--- config.mk ---
export PLATFORM = sky130hd
export DESIGN_NAME = lcd_bus_arbiter_flat
export DESIGN_NICKNAME = d
export VERILOG_FILES = /design/src/rtl/lcd_bus_arbiter_if.sv /design/src/rtl/lcd_bus_arbiter.sv /design/src/flat_wrapper.sv
export SDC_FILE = /design/constraint.sdc
export NUM_CORES = 1
export LEC_CHECK = 0
export CAP_MARGIN = 5
export CELL_PAD_IN_SITES_DETAIL_PLACEMENT = 1
export CELL_PAD_IN_SITES_GLOBAL_PLACEMENT = 2
export CORE_UTILIZATION = 27
export DETAILED_ROUTE_END_ITERATION = 7
export PLACE_DENSITY_LB_ADDON = 0.08
export SYNTH_ARGS = -nofsm -noshare
export SYNTH_HDL_FRONTEND = slang
export SYNTH_SLANG_ARGS = --single-unit
export TNS_END_PERCENT = 5
--- constraint.sdc ---
create_clock -name clk -period 1.75 [get_ports clk]
set_input_delay 0.35 -clock clk [delete_from_list [all_inputs] [get_ports clk]]
set_output_delay 0.35 -clock clk [all_outputs]
set_load 0.02 [all_outputs]
--- src/rtl/lcd_bus_arbiter_if.sv ---
// ---------------------------------------------------------------------------
// lcd_bus_arbiter_if
// Bundles the two requester write handshakes and the character-LCD pin bus
// that the arbiter drives.
//   req0/rs0/data0, req1/rs1/data1 : write requests from the two requesters
//   gnt0/gnt1   : one-cycle pulse, request accepted and latched
//   done0/done1 : one-cycle pulse, write fully executed on the LCD
//   busy        : arbiter is in the middle of a write
//   LCD_E/LCD_RS/LCD_RW/LCD_DATA : LCD pins
// Modports: slave = arbiter side, master = requester / pin-observer side.
// ---------------------------------------------------------------------------
interface lcd_bus_arbiter_if;
    logic       req0;
    logic       rs0;
    logic [7:0] data0;
    logic       gnt0;
    logic       done0;
    logic       req1;
    logic       rs1;
    logic [7:0] data1;
    logic       gnt1;
    logic       done1;
    logic       busy;
    logic       LCD_E;
    logic       LCD_RS;
    logic       LCD_RW;
    logic [7:0] LCD_DATA;

    modport slave (
        input  req0, rs0, data0, req1, rs1, data1,
        output gnt0, done0, gnt1, done1, busy,
        output LCD_E, LCD_RS, LCD_RW, LCD_DATA
    );

    modport master (
        output req0, rs0, data0, req1, rs1, data1,
        input  gnt0, done0, gnt1, done1, busy,
        input  LCD_E, LCD_RS, LCD_RW, LCD_DATA
    );
endinterface

--- src/rtl/lcd_bus_arbiter.sv ---
// ---------------------------------------------------------------------------
// lcd_bus_arbiter
// Round-robin arbiter sharing a character-LCD write bus between two
// requesters. Each granted write is played out as SETUP -> PULSE (LCD_E
// high) -> HOLD -> WAIT (controller execution time, long for clear/home)
// before the next request is accepted.
// Ports:
//   clk    : system clock, all state changes on its rising edge
//   resetn : synchronous, active-high reset
//   bus    : lcd_bus_arbiter_if.slave (requests, grants, done, LCD pins)
// ---------------------------------------------------------------------------
module lcd_bus_arbiter #(
    parameter int unsigned T_SETUP = 2,
    parameter int unsigned T_PULSE = 4,
    parameter int unsigned T_HOLD  = 2,
    parameter int unsigned T_SHORT = 40,
    parameter int unsigned T_LONG  = 1600
) (
    input  logic               clk,
    input  logic               resetn,
    lcd_bus_arbiter_if.slave   bus
);

    localparam logic [2:0] ST_IDLE  = 3'd0;
    localparam logic [2:0] ST_SETUP = 3'd1;
    localparam logic [2:0] ST_PULSE = 3'd2;
    localparam logic [2:0] ST_HOLD  = 3'd3;
    localparam logic [2:0] ST_WAIT  = 3'd4;

    // Terminal counts: each phase lasts T cycles, counter runs 0..T-1.
    localparam logic [15:0] SETUP_LAST = 16'(T_SETUP - 1);
    localparam logic [15:0] PULSE_LAST = 16'(T_PULSE - 1);
    localparam logic [15:0] HOLD_LAST  = 16'(T_HOLD - 1);
    localparam logic [15:0] SHORT_LAST = 16'(T_SHORT - 1);
    localparam logic [15:0] LONG_LAST  = 16'(T_LONG - 1);

    logic [2:0]  state_reg;
    logic [15:0] count_reg;
    logic        last_reg;   // requester granted most recently
    logic        owner_reg;  // requester owning the write in flight
    logic        long_reg;   // write in flight is clear/home
    logic        gnt0_reg;
    logic        gnt1_reg;
    logic        done0_reg;
    logic        done1_reg;
    logic        busy_reg;
    logic        lcd_e_reg;
    logic        lcd_rs_reg;
    logic [7:0]  lcd_data_reg;

    logic        any_req;
    logic        pick1;
    logic        sel_rs;
    logic [7:0]  sel_data;
    logic        sel_long;
    logic [15:0] wait_last;

    // Requester 1 wins when alone, or when both ask and 0 was served last.
    always_comb begin
        any_req   = bus.req0 | bus.req1;
        pick1     = bus.req1 & (~bus.req0 | ~last_reg);
        sel_rs    = pick1 ? bus.rs1   : bus.rs0;
        sel_data  = pick1 ? bus.data1 : bus.data0;
        // Commands 0x01 (clear) and 0x02/0x03 (home) need the long wait.
        sel_long  = ~sel_rs && (sel_data[7:2] == 6'd0) && (sel_data != 8'd0);
        wait_last = long_reg ? LONG_LAST : SHORT_LAST;
    end

    always_ff @(posedge clk) begin
        if (resetn) begin
            state_reg    <= ST_IDLE;
            count_reg    <= 16'd0;
            last_reg     <= 1'b1;
            owner_reg    <= 1'b0;
            long_reg     <= 1'b0;
            gnt0_reg     <= 1'b0;
            gnt1_reg     <= 1'b0;
            done0_reg    <= 1'b0;
            done1_reg    <= 1'b0;
            busy_reg     <= 1'b0;
            lcd_e_reg    <= 1'b0;
            lcd_rs_reg   <= 1'b0;
            lcd_data_reg <= 8'd0;
        end else begin
            gnt0_reg  <= 1'b0;
            gnt1_reg  <= 1'b0;
            done0_reg <= 1'b0;
            done1_reg <= 1'b0;
            count_reg <= count_reg + 16'd1;
            case (state_reg)
                ST_IDLE: begin
                    count_reg <= 16'd0;
                    if (any_req) begin
                        state_reg    <= ST_SETUP;
                        lcd_rs_reg   <= sel_rs;
                        lcd_data_reg <= sel_data;
                        long_reg     <= sel_long;
                        owner_reg    <= pick1;
                        last_reg     <= pick1;
                        gnt0_reg     <= ~pick1;
                        gnt1_reg     <= pick1;
                        busy_reg     <= 1'b1;
                    end
                end
                ST_SETUP: begin
                    if (count_reg == SETUP_LAST) begin
                        state_reg <= ST_PULSE;
                        count_reg <= 16'd0;
                        lcd_e_reg <= 1'b1;
                    end
                end
                ST_PULSE: begin
                    if (count_reg == PULSE_LAST) begin
                        state_reg <= ST_HOLD;
                        count_reg <= 16'd0;
                        lcd_e_reg <= 1'b0;
                    end
                end
                ST_HOLD: begin
                    if (count_reg == HOLD_LAST) begin
                        state_reg <= ST_WAIT;
                        count_reg <= 16'd0;
                    end
                end
                ST_WAIT: begin
                    if (count_reg == wait_last) begin
                        state_reg <= ST_IDLE;
                        count_reg <= 16'd0;
                        busy_reg  <= 1'b0;
                        done0_reg <= ~owner_reg;
                        done1_reg <= owner_reg;
                    end
                end
                default: begin
                    state_reg <= ST_IDLE;
                    count_reg <= 16'd0;
                    busy_reg  <= 1'b0;
                    lcd_e_reg <= 1'b0;
                end
            endcase
        end
    end

    assign bus.gnt0     = gnt0_reg;
    assign bus.gnt1     = gnt1_reg;
    assign bus.done0    = done0_reg;
    assign bus.done1    = done1_reg;
    assign bus.busy     = busy_reg;
    assign bus.LCD_E    = lcd_e_reg;
    assign bus.LCD_RS   = lcd_rs_reg;
    assign bus.LCD_RW   = 1'b0;  // write-only bus
    assign bus.LCD_DATA = lcd_data_reg;

endmodule

--- src/flat_wrapper.sv ---
// flat-port wrapper written by rule: the top's interface ports become plain ports
module lcd_bus_arbiter_flat 
#(
    parameter int unsigned T_SETUP = 2,
    parameter int unsigned T_PULSE = 4,
    parameter int unsigned T_HOLD  = 2,
    parameter int unsigned T_SHORT = 40,
    parameter int unsigned T_LONG  = 1600
)
  (clk, resetn, bus_req0, bus_rs0, bus_data0, bus_req1, bus_rs1, bus_data1, bus_gnt0, bus_done0, bus_gnt1, bus_done1, bus_busy, bus_LCD_E, bus_LCD_RS, bus_LCD_RW, bus_LCD_DATA);
  lcd_bus_arbiter_if bus_i ();
  input  logic clk;
  input  logic resetn;
  input wire logic [$bits(bus_i.req0)-1:0] bus_req0;
  input wire logic [$bits(bus_i.rs0)-1:0] bus_rs0;
  input wire logic [$bits(bus_i.data0)-1:0] bus_data0;
  input wire logic [$bits(bus_i.req1)-1:0] bus_req1;
  input wire logic [$bits(bus_i.rs1)-1:0] bus_rs1;
  input wire logic [$bits(bus_i.data1)-1:0] bus_data1;
  output wire logic [$bits(bus_i.gnt0)-1:0] bus_gnt0;
  output wire logic [$bits(bus_i.done0)-1:0] bus_done0;
  output wire logic [$bits(bus_i.gnt1)-1:0] bus_gnt1;
  output wire logic [$bits(bus_i.done1)-1:0] bus_done1;
  output wire logic [$bits(bus_i.busy)-1:0] bus_busy;
  output wire logic [$bits(bus_i.LCD_E)-1:0] bus_LCD_E;
  output wire logic [$bits(bus_i.LCD_RS)-1:0] bus_LCD_RS;
  output wire logic [$bits(bus_i.LCD_RW)-1:0] bus_LCD_RW;
  output wire logic [$bits(bus_i.LCD_DATA)-1:0] bus_LCD_DATA;
  assign bus_i.req0 = bus_req0;
  assign bus_i.rs0 = bus_rs0;
  assign bus_i.data0 = bus_data0;
  assign bus_i.req1 = bus_req1;
  assign bus_i.rs1 = bus_rs1;
  assign bus_i.data1 = bus_data1;
  assign bus_gnt0 = bus_i.gnt0;
  assign bus_done0 = bus_i.done0;
  assign bus_gnt1 = bus_i.gnt1;
  assign bus_done1 = bus_i.done1;
  assign bus_busy = bus_i.busy;
  assign bus_LCD_E = bus_i.LCD_E;
  assign bus_LCD_RS = bus_i.LCD_RS;
  assign bus_LCD_RW = bus_i.LCD_RW;
  assign bus_LCD_DATA = bus_i.LCD_DATA;
  lcd_bus_arbiter #(.T_SETUP(T_SETUP), .T_PULSE(T_PULSE), .T_HOLD(T_HOLD), .T_SHORT(T_SHORT), .T_LONG(T_LONG)) u_core (.clk(clk), .resetn(resetn), .bus(bus_i));
endmodule
After elaboration in Yosys (flattened, before gate mapping) --
Index checks and enable logic that the tools add are counted.
Word-level totals: input bits 22, output and inout port bits 16, word-level logic and storage cells 73, bits in registers 37
Cells by class: reduce and logical (&&, ||, !) cells 14, equal/unequal tests 12, bitwise logic cells 14, mux-type cells 19, $add $sub $neg 1
Operators by type and width (count):
- $mux 16 | 3
- $pmux 16 s3 | 1
- $add 16x1->16 const B | 1
- $eq 16x1->1 const B | 1
- $eq 16x16->1 | 1
- $eq 16x2->1 const B | 1
- $mux 3 | 5
- $pmux 3 s5 | 1
- $reduce_or 3->1 | 4
- $mux 11 | 1
- $not 1->1 | 11
- $ne 2x1->1 const B | 5
- $mux 8 | 1
- $reduce_bool 8->1 | 1
- $eq 3x2->1 const B | 2
- $logic_not 6->1 | 1
- $pmux 1 s3 | 2
- $reduce_and 3->1 | 2
- $mux 1 | 5
- $reduce_and 5->1 | 1
- $eq 3x1->1 const B | 1
- $eq 3x3->1 const B | 1
- $logic_not 3->1 | 1
- $logic_and 1x1->1 | 2
- 4 further kinds | 5

Depth between registers and ports, before layout --
Gate-level depths: netlist of run 1.
word-level depth 7, mapped depth 7

Worst setup path before layout of run 1 --
OpenSTA, ideal clock, no wires.
path type register -> register, start register u_core.count_reg[9], end register u_core.lcd_e_reg (netlist: u_core.bus.LCD_E), stages on the path, launching flop included 6, clock period less this slack 1.900 ns, data arrival time 1.770 ns, path slack -0.150 ns, cells stage by stage dfxtp_1 or4_4 nor4_2 o22ai_2 o311ai_4 o41ai_2
On the way: word-level cells in the longest chain between the ends 3, elaborated cells on any way between the ends 5, classes of those cells eq/ne: 4; reduce/logical: 1
RTL lines:
- from (decl) | RTL line lcd_bus_arbiter.sv:38 | logic [15:0] count_reg;
- from (signal assigned) | RTL line lcd_bus_arbiter.sv:89 | count_reg <= count_reg + 16'd1;
- $eq 16x2->1 or $eq 16x1->1 (tied branches) | RTL line lcd_bus_arbiter.sv:113, lcd_bus_arbiter.sv:106
- $ne 2x1->1 (no line)
- $reduce_and 3->1 (no line) (*)
- to (signal assigned) | RTL line lcd_bus_arbiter.sv:109 | lcd_e_reg <= 1'b1;
- to (signal assigned) | RTL line lcd_bus_arbiter.sv:116 | lcd_e_reg <= 1'b0;
- to (signal assigned) | RTL line lcd_bus_arbiter.sv:138 | lcd_e_reg <= 1'b0;
- to (decl) | RTL line lcd_bus_arbiter.sv:47 | logic lcd_e_reg;
Every way passes the cells marked *; elsewhere a longest branch is shown, timed or not. A chain may end at the register's enable or synchronous reset.

Worst setup path in the final report of run 1 --
start register u_core.count_reg[7], end register u_core.lcd_e_reg (netlist: u_core.bus.LCD_E)
The elaborated chain is that of the path after synthesis.

==> flow_metrics.py, run 1 <==
metrics = {
    "hold_path": {
        "min_path_type": "flip-flop to flip-flop",
        "hold_path_depth": 1,
    },
    "power_and_ir_drop": {
        "ir_drop_mv": 0.320,
        "cellLeakagePower_uw": 0.000952,
        "power-per-cell-area_nw_per_um2": 721,
    },
    "grt": {
        "overflow": 0,
        "antenna_found_initial": 0,
        "grt_use_total_pct": 16.2,
        "grt_max_degree": 14,
        "grt_pass1_wl_um": 8000,
        "grt_pass1_vias": 1681,
    },
    "die": {
        "dieArea_um2": 6730,
        "start_util_pct": 28.5,
        "coreArea_um2": 6060,
        "rows": 28,
        "die_x_um": 82.0,
        "die_h_um": 82.0,
        "ios": 38,
    },
    "cells_and_area": {
        "final_nets": 284,
        "synthToLayoutAreaGrowth_pct": 46.5,
        "diodes": 0,
        "design_area_um2": 2530,
        "largest_reg_flops": 16,
        "seqCellArea_um2": 743,
        "multi_input_area_um2": 990,
        "nFillCells": 702,
        "final_core_util_pct": 41.8,
        "layout-drive-gt1-share_pct": 23.4,
    },
    "route": {
        "ant_nets": 0,
        "vias_per_cell": 4.76,
        "routed_wl_um": 4860,
        "drt_pre_antenna_iters": 4,
        "drtIter0Drc": 33,
        "vias": 1601,
        "drc": 0,
        "wire_per_inst_um": 14.5,
    },
    "synthesis": {
        "synthesis.nets": 217,
        "ys.flop_type": "dfxtp_1",
        "synth_warnings": 0,
        "synthMuxAreaShare_pct": 5.79,
        "synth_edf_count": 0,
        "yosys.area_share.adder_pct": 1.45,
        "yosys.area_share.xor_xnor_pct": 7.60,
        "synth_cell_types": 33,
        "syn_area_um2": 1730,
        "netlist_instances": 193,
        "synth_compound_area_share_pct": 14.3,
        "synth_area_per_cell_um2": 8.96,
        "synth_top_family_by_area": "simple AND/OR/NAND/NOR gates",
        "ys_async_sr_fraction_pct": 0,
        "synthSimpleGateAreaFrac_pct": 25.1,
        "seq_area_frac_synth_pct": 42.8,
        "ys_ff_latch": 37,
    },
    "worst_setup_path": {
        "path_max_fanout": 4,
        "startpoint_type": "flip-flop",
        "cp.required_ps": 1920,
        "critPathTopFamily": "simple AND/OR/NAND/NOR gates",
        "startpoint": "u_core.count_reg[7]",
        "cp-end-kind": "flip-flop",
        "crit_path_max_incr_delay_ps": 580,
        "path_depth": 5,
        "rr_endpoint": "u_core.bus.LCD_E",
        "reg2reg_from": "u_core.count_reg[7]",
        "worstSetupPathType": "flip-flop to flip-flop",
        "r2r_cells": 5,
        "crit_end": "u_core.bus.LCD_E",
        "reg2reg_slack_ps": -100,
        "crit_path_cell_trace": "or4_4 > nor4_4 > o22ai_2 > o311ai_4 > o41ai_2",
        "crit_slowest_cell": "or4_4",
        "critPathBufInv": 0,
        "critical_path_arrival_ps": 2020,
    },
    "clock_network": {
        "holdBufCountCts": 0,
        "clock_path_buffers": 2,
        "post-cts-setup-buffers": 0,
        "cts_made_buffers": 5,
        "clk-insertion-delay-late_ps": 290,
        "clock_sinks": 37,
        "cts.clk_slew.worst_paths_ps": 80,
        "htree_levels": 2,
        "cts_tree": "yes",
        "cts_root_buf": "clkbuf_8",
    },
    "sta": {
        "fmax_mhz": 542,
        "clock_skew_ps": 6.32,
        "finalHoldViolCount": 0,
        "fin_crit_sh_pct": 106,
        "rsz0062_at_grt": "true",
        "worst_slack_ps": -96.5,
        "final_max_slew_viol_count": 0,
        "layout_min_cycle_time_ps": 1850,
        "setup_viol": 12,
    },
    "placed_design": {
        "gp_congestion": 0.781,
        "place_ws_ps": -145,
        "post-dp-hpwl_um": 3880,
        "dpl_cell_area_um2": 2420,
        "port_buffers": 36,
    },
    "run_status": {
        "violations": "setup timing",
        "status": "finished, violations left",
    },
    "flow_run": {
        "maxCapViolCount": 0,
    },
}
[cell families (layout without fill, tap and decap cells)]
group,Yosys count,after routing
other cells,1,1
fa+ha+maj,2,2
simple gates,87,87
buf+inv,11,79
compound gates,30,30
mux,10,10
xor+xnor,15,15
flops,37,37
[cell type report]
cell class / instances / area share (%)
Clock buffer: 6 / 2.86
Clock inverter: 2 / 0.395
Sequential cell: 37 / 29.3
Inverter: 4 / 0.593
Timing Repair Buffer: 67 / 24.0
Tap cell: 75 / 3.70
Multi-Input combinational cell: 145 / 39.1
[report_power, final]
group	switching (uW)	total, uW	internal, uW
clock network	318	594	277
logic	157	326	169
registers	27.0	907	880
total	501	1830	1330
[stage by stage]
| step | hold WS, ps | TNS [ps] | power (uW) | instances |
|---|---|---|---|---|
| 2_1_floorplan | 413 | -168 | 1080 | 193 |
| 3_3_place_gp | 433 | -706 | 1240 | 328 |
| 3_5_place_dp | 450 | -1330 | 1250 | 328 |
| 4_1_cts | 461 | -1040 | 1870 | 336 |
| 5_1_grt | 479 | -2320 | 1930 | 336 |
| 6_report | 456 | -798 | 1830 | 336 |
[worst reg2reg max path, stage by stage (launching register included)]
cell	delay (ps)
dfxtp_1	330
or4_4	580
nor4_4	320
o22ai_2	160
o311ai_4	240
o41ai_2	100
[layer usage]
metal | up-vias | wire length, um | global-route usage, %
li1 | 818 | - | -
met1 | 753 | 2460 | 21.0
met5 | - | 0 | 0
met3 | 5 | 133 | 3.44
met2 | 25 | 2210 | 26.1
met4 | 0 | 67 | 6.32
[cells in the final DEF, fill, tap and decap left out, drive strengths merged, types with 2 or more instances in the layout]
master         instances
and3                   6
nor2                  36
nand4                  2
inv                    4
clkinv                 2
o22ai                  2
o21ai                  8
mux2i                 10
nor3                   8
ha                     2
clkdlybuf4s50         36
nor4                   7
xnor2                  7
xor2                   8
or3b                   2
buf                   31
clkbuf                 6
a211oi                 9
nand2                 12
or4                    3
nand3                 10
a21oi                  4
dfxtp                 37
[how the worst min path moves through the flow]
stage	from	endpoint	slack, ps
after global routing	u_core.owner_reg	u_core.bus.done1	480
after global placement	u_core.owner_reg	u_core.bus.done0	430
after detailed placement	u_core.owner_reg	u_core.bus.done0	450
after floorplan	u_core.owner_reg	u_core.bus.done0	410
after CTS	u_core.owner_reg	u_core.bus.done0	460
final	u_core.owner_reg	u_core.bus.done0	460
[timing repair]
action	CTS	global route
pin swaps	1	1
hold endpoints to repair	0	0
setup endpoints to repair	13	15
gates resized for setup	6	2
[synthesized netlist by cell type (3+ instances only)]
| cell type | n | area (um^2) |
|---|---|---|
| o21ai_0 | 8 | 40.0 |
| mux2i_1 | 10 | 100 |
| nor2_1 | 36 | 135 |
| nand2_1 | 12 | 45.0 |
| or4_4 | 3 | 33.8 |
| and3_1 | 4 | 25.0 |
| inv_1 | 4 | 15.0 |
| xnor2_1 | 7 | 61.3 |
| nor3_1 | 8 | 40.0 |
| nand3_1 | 10 | 50.1 |
| dfxtp_1 | 37 | 741 |
| a21oi_1 | 4 | 20.0 |
| a211oi_1 | 9 | 67.6 |
| clkbuf_1 | 5 | 18.8 |
| nor4_1 | 6 | 37.5 |
| xor2_1 | 8 | 70.1 |
No activity file was read; power rests on OpenSTA's default activity.
==> inputs of run 2 (changes only) <==
- ABC_AREA: not set -> 1
- CORE_UTILIZATION: 27 -> 26
==> flow_metrics.py, run 2 <==
metrics = {
    "route": {
        "drtIter0Drc": 23,
        "wire_per_inst_um": 12.1,
        "routed_wl_um": 5100,
        "vias": 1816,
        "ant_nets": 0,
        "drt_pre_antenna_iters": 4,
        "vias_per_cell": 4.30,
        "drc": 0,
    },
    "die": {
        "coreArea_um2": 7210,
        "start_util_pct": 26.8,
        "die_h_um": 88.2,
        "ios": 38,
        "rows": 31,
        "dieArea_um2": 7780,
        "die_x_um": 88.2,
    },
    "power_and_ir_drop": {
        "clkPwrFrac_pct": 23.6,
        "power-per-cell-area_nw_per_um2": 1280,
        "combinationalPowerShare_pct": 43.9,
        "power_uw": 3360,
        "ir_drop_mv": 0.505,
        "swShare_pct": 38.4,
        "pwr-share-seq_pct": 32.4,
        "switching_power_uw": 1290,
        "p_int_uw": 2070,
        "cellLeakagePower_uw": 0.00108,
    },
    "synthesis": {
        "synthesis.nets": 292,
        "synth_area_leaders": "dfxtp_1, nand2_1, nor2_1",
        "synth_top_cell_area_share_pct": 38.3,
        "synth_cell_types": 34,
        "netlist_instances": 268,
        "synth_warnings": 0,
        "syn_area_um2": 1930,
        "synth_edf_count": 0,
        "synth_area_per_cell_um2": 7.21,
        "ys.flop_type": "dfxtp_1",
        "synth_common_cells": "nand2_1, nor2_1, dfxtp_1",
        "ys_async_sr_fraction_pct": 0,
        "ys_ff_latch": 37,
        "synthMostInstantiatedCell": "nand2_1",
        "seq_area_frac_synth_pct": 38.3,
        "yosysTopAreaCell": "dfxtp_1",
    },
    "run_status": {
        "status": "finished, final reports clean",
    },
    "worst_setup_path": {
        "crit_slowest_cell": "clkdlybuf4s50_1",
        "path_depth": 1,
        "worstSetupPathType": "flip-flop to output port",
        "crit_path_cell_trace": "clkdlybuf4s50_1",
        "cp.required_ps": 1400,
        "critical_path_arrival_ps": 1270,
        "cp-end-kind": "output port",
        "crit_path_max_incr_delay_ps": 620,
        "critPathTopFamily": "buffers and inverters",
        "reg2reg_slack_ps": 200,
        "r2r_cells": 10,
        "startpoint_type": "flip-flop",
        "path_max_fanout": 2,
        "critPathBufInv": 1,
    },
    "clock_network": {
        "cts_resized": 0,
        "cts.clk_slew.worst_paths_ps": 80,
        "cts_made_buffers": 5,
        "clk-insertion-delay-late_ps": 290,
        "clock_sinks": 37,
        "clock_path_buffers": 2,
        "htree_levels": 2,
        "cts_tree": "yes",
        "cts_root_buf": "clkbuf_8",
        "holdBufCountCts": 0,
        "post-cts-setup-buffers": 0,
    },
    "sta": {
        "final_max_slew_viol_count": 0,
        "layout_min_cycle_time_ps": 1620,
        "rsz0062_at_grt": "false",
        "fin_crit_sh_pct": 92.6,
        "clock_skew_ps": 7.01,
        "worst_slack_ps": 130,
        "fmax_mhz": 617,
        "finalHoldViolCount": 0,
        "setup_viol": 0,
    },
    "cells_and_area": {
        "design_area_um2": 2630,
        "layout_common_cells": "nand2_1, nor2_1, dfxtp_1",
        "final_common_cell": "nand2_1",
        "largest_reg_flops": 16,
        "diodes": 0,
        "synthToLayoutAreaGrowth_pct": 36.1,
        "final_core_util_pct": 36.5,
        "final_nets": 346,
        "layout-drive-gt1-share_pct": 18.9,
    },
    "grt": {
        "antenna_found_initial": 0,
        "grt_use_total_pct": 14.9,
        "overflow": 0,
        "grt_pass1_wl_um": 8670,
        "grt_pass1_vias": 1855,
        "grt_max_degree": 17,
    },
    "placed_design": {
        "post-dp-hpwl_um": 4010,
        "port_buffers": 36,
        "gp_congestion": 0.721,
        "place_ws_ps": -98.1,
        "dpl_cell_area_um2": 2500,
    },
    "hold_path": {
        "hold_path_depth": 1,
        "min_path_type": "flip-flop to flip-flop",
    },
    "flow_run": {
        "maxCapViolCount": 0,
    },
}
run 2: layer usage:
metal | GRT usage [%] | up-vias | part of all wire [%]
met2 | 23.7 | 30 | 46
met1 | 19.1 | 824 | 49
li1 | - | 955 | -
met5 | 0 | - | 0
met3 | 3.11 | 7 | 3.3
met4 | 7.04 | 0 | 1.7
run 2: cells by family (layout without fill, tap and decap cells):
group / count (synthesis) / after routing / synth area share (%)
XOR/XNOR: 7 / 7 / 3.17
AO/OA/AOI/OAI: 34 / 34 / 9.97
flip-flops: 37 / 37 / 38.3
adder cells (fa/ha/maj): 2 / 2 / 1.30
AND/OR/NAND/NOR: 146 / 146 / 37.6
buffers and inverters: 41 / 96 / 9.46
other: 1 / 1 / 0.194
run 2: metrics by stage:
step	setup TNS (ps)	std cells	hold slack (ps)
final	0	422	435
after detailed placement	-130	414	443
after floorplan	0	268	400
after global placement	-16.4	414	436
after global routing	0	422	464
after CTS	0	422	450
run 2: final timing paths:
check | startpoint | end
worst min-delay path | u_core.owner_reg | u_core.bus.done0
worst max register to register | u_core.count_reg[1] | u_core.count_reg[7]
worst min register to register | u_core.owner_reg | u_core.bus.done0
worst max-delay path | u_core.bus.LCD_DATA[4] | bus_LCD_DATA[4]
run 2: cell type report:
cell class              count  area (um^2)
inverters                  35          131
clock buffers               7         86.3
clock inverters             1         30.0
repair buffers             53          500
fillers                   900         4580
flip-flops and latches     37          741
well taps                  99          124
multi-input cells         190         1020
run 2: power groups by stage:
| stage | Combinational (uW) | Sequential, uW | Clock, uW |
|---|---|---|---|
| 2_1_floorplan | 838 | 1220 | 0 |
| 3_3_place_gp | 1460 | 1110 | 0 |
| 6_report | 1470 | 1090 | 793 |
| 4_1_cts | 1470 | 1090 | 837 |
| 5_1_grt | 1650 | 1110 | 868 |
| 3_5_place_dp | 1460 | 1110 | 0 |
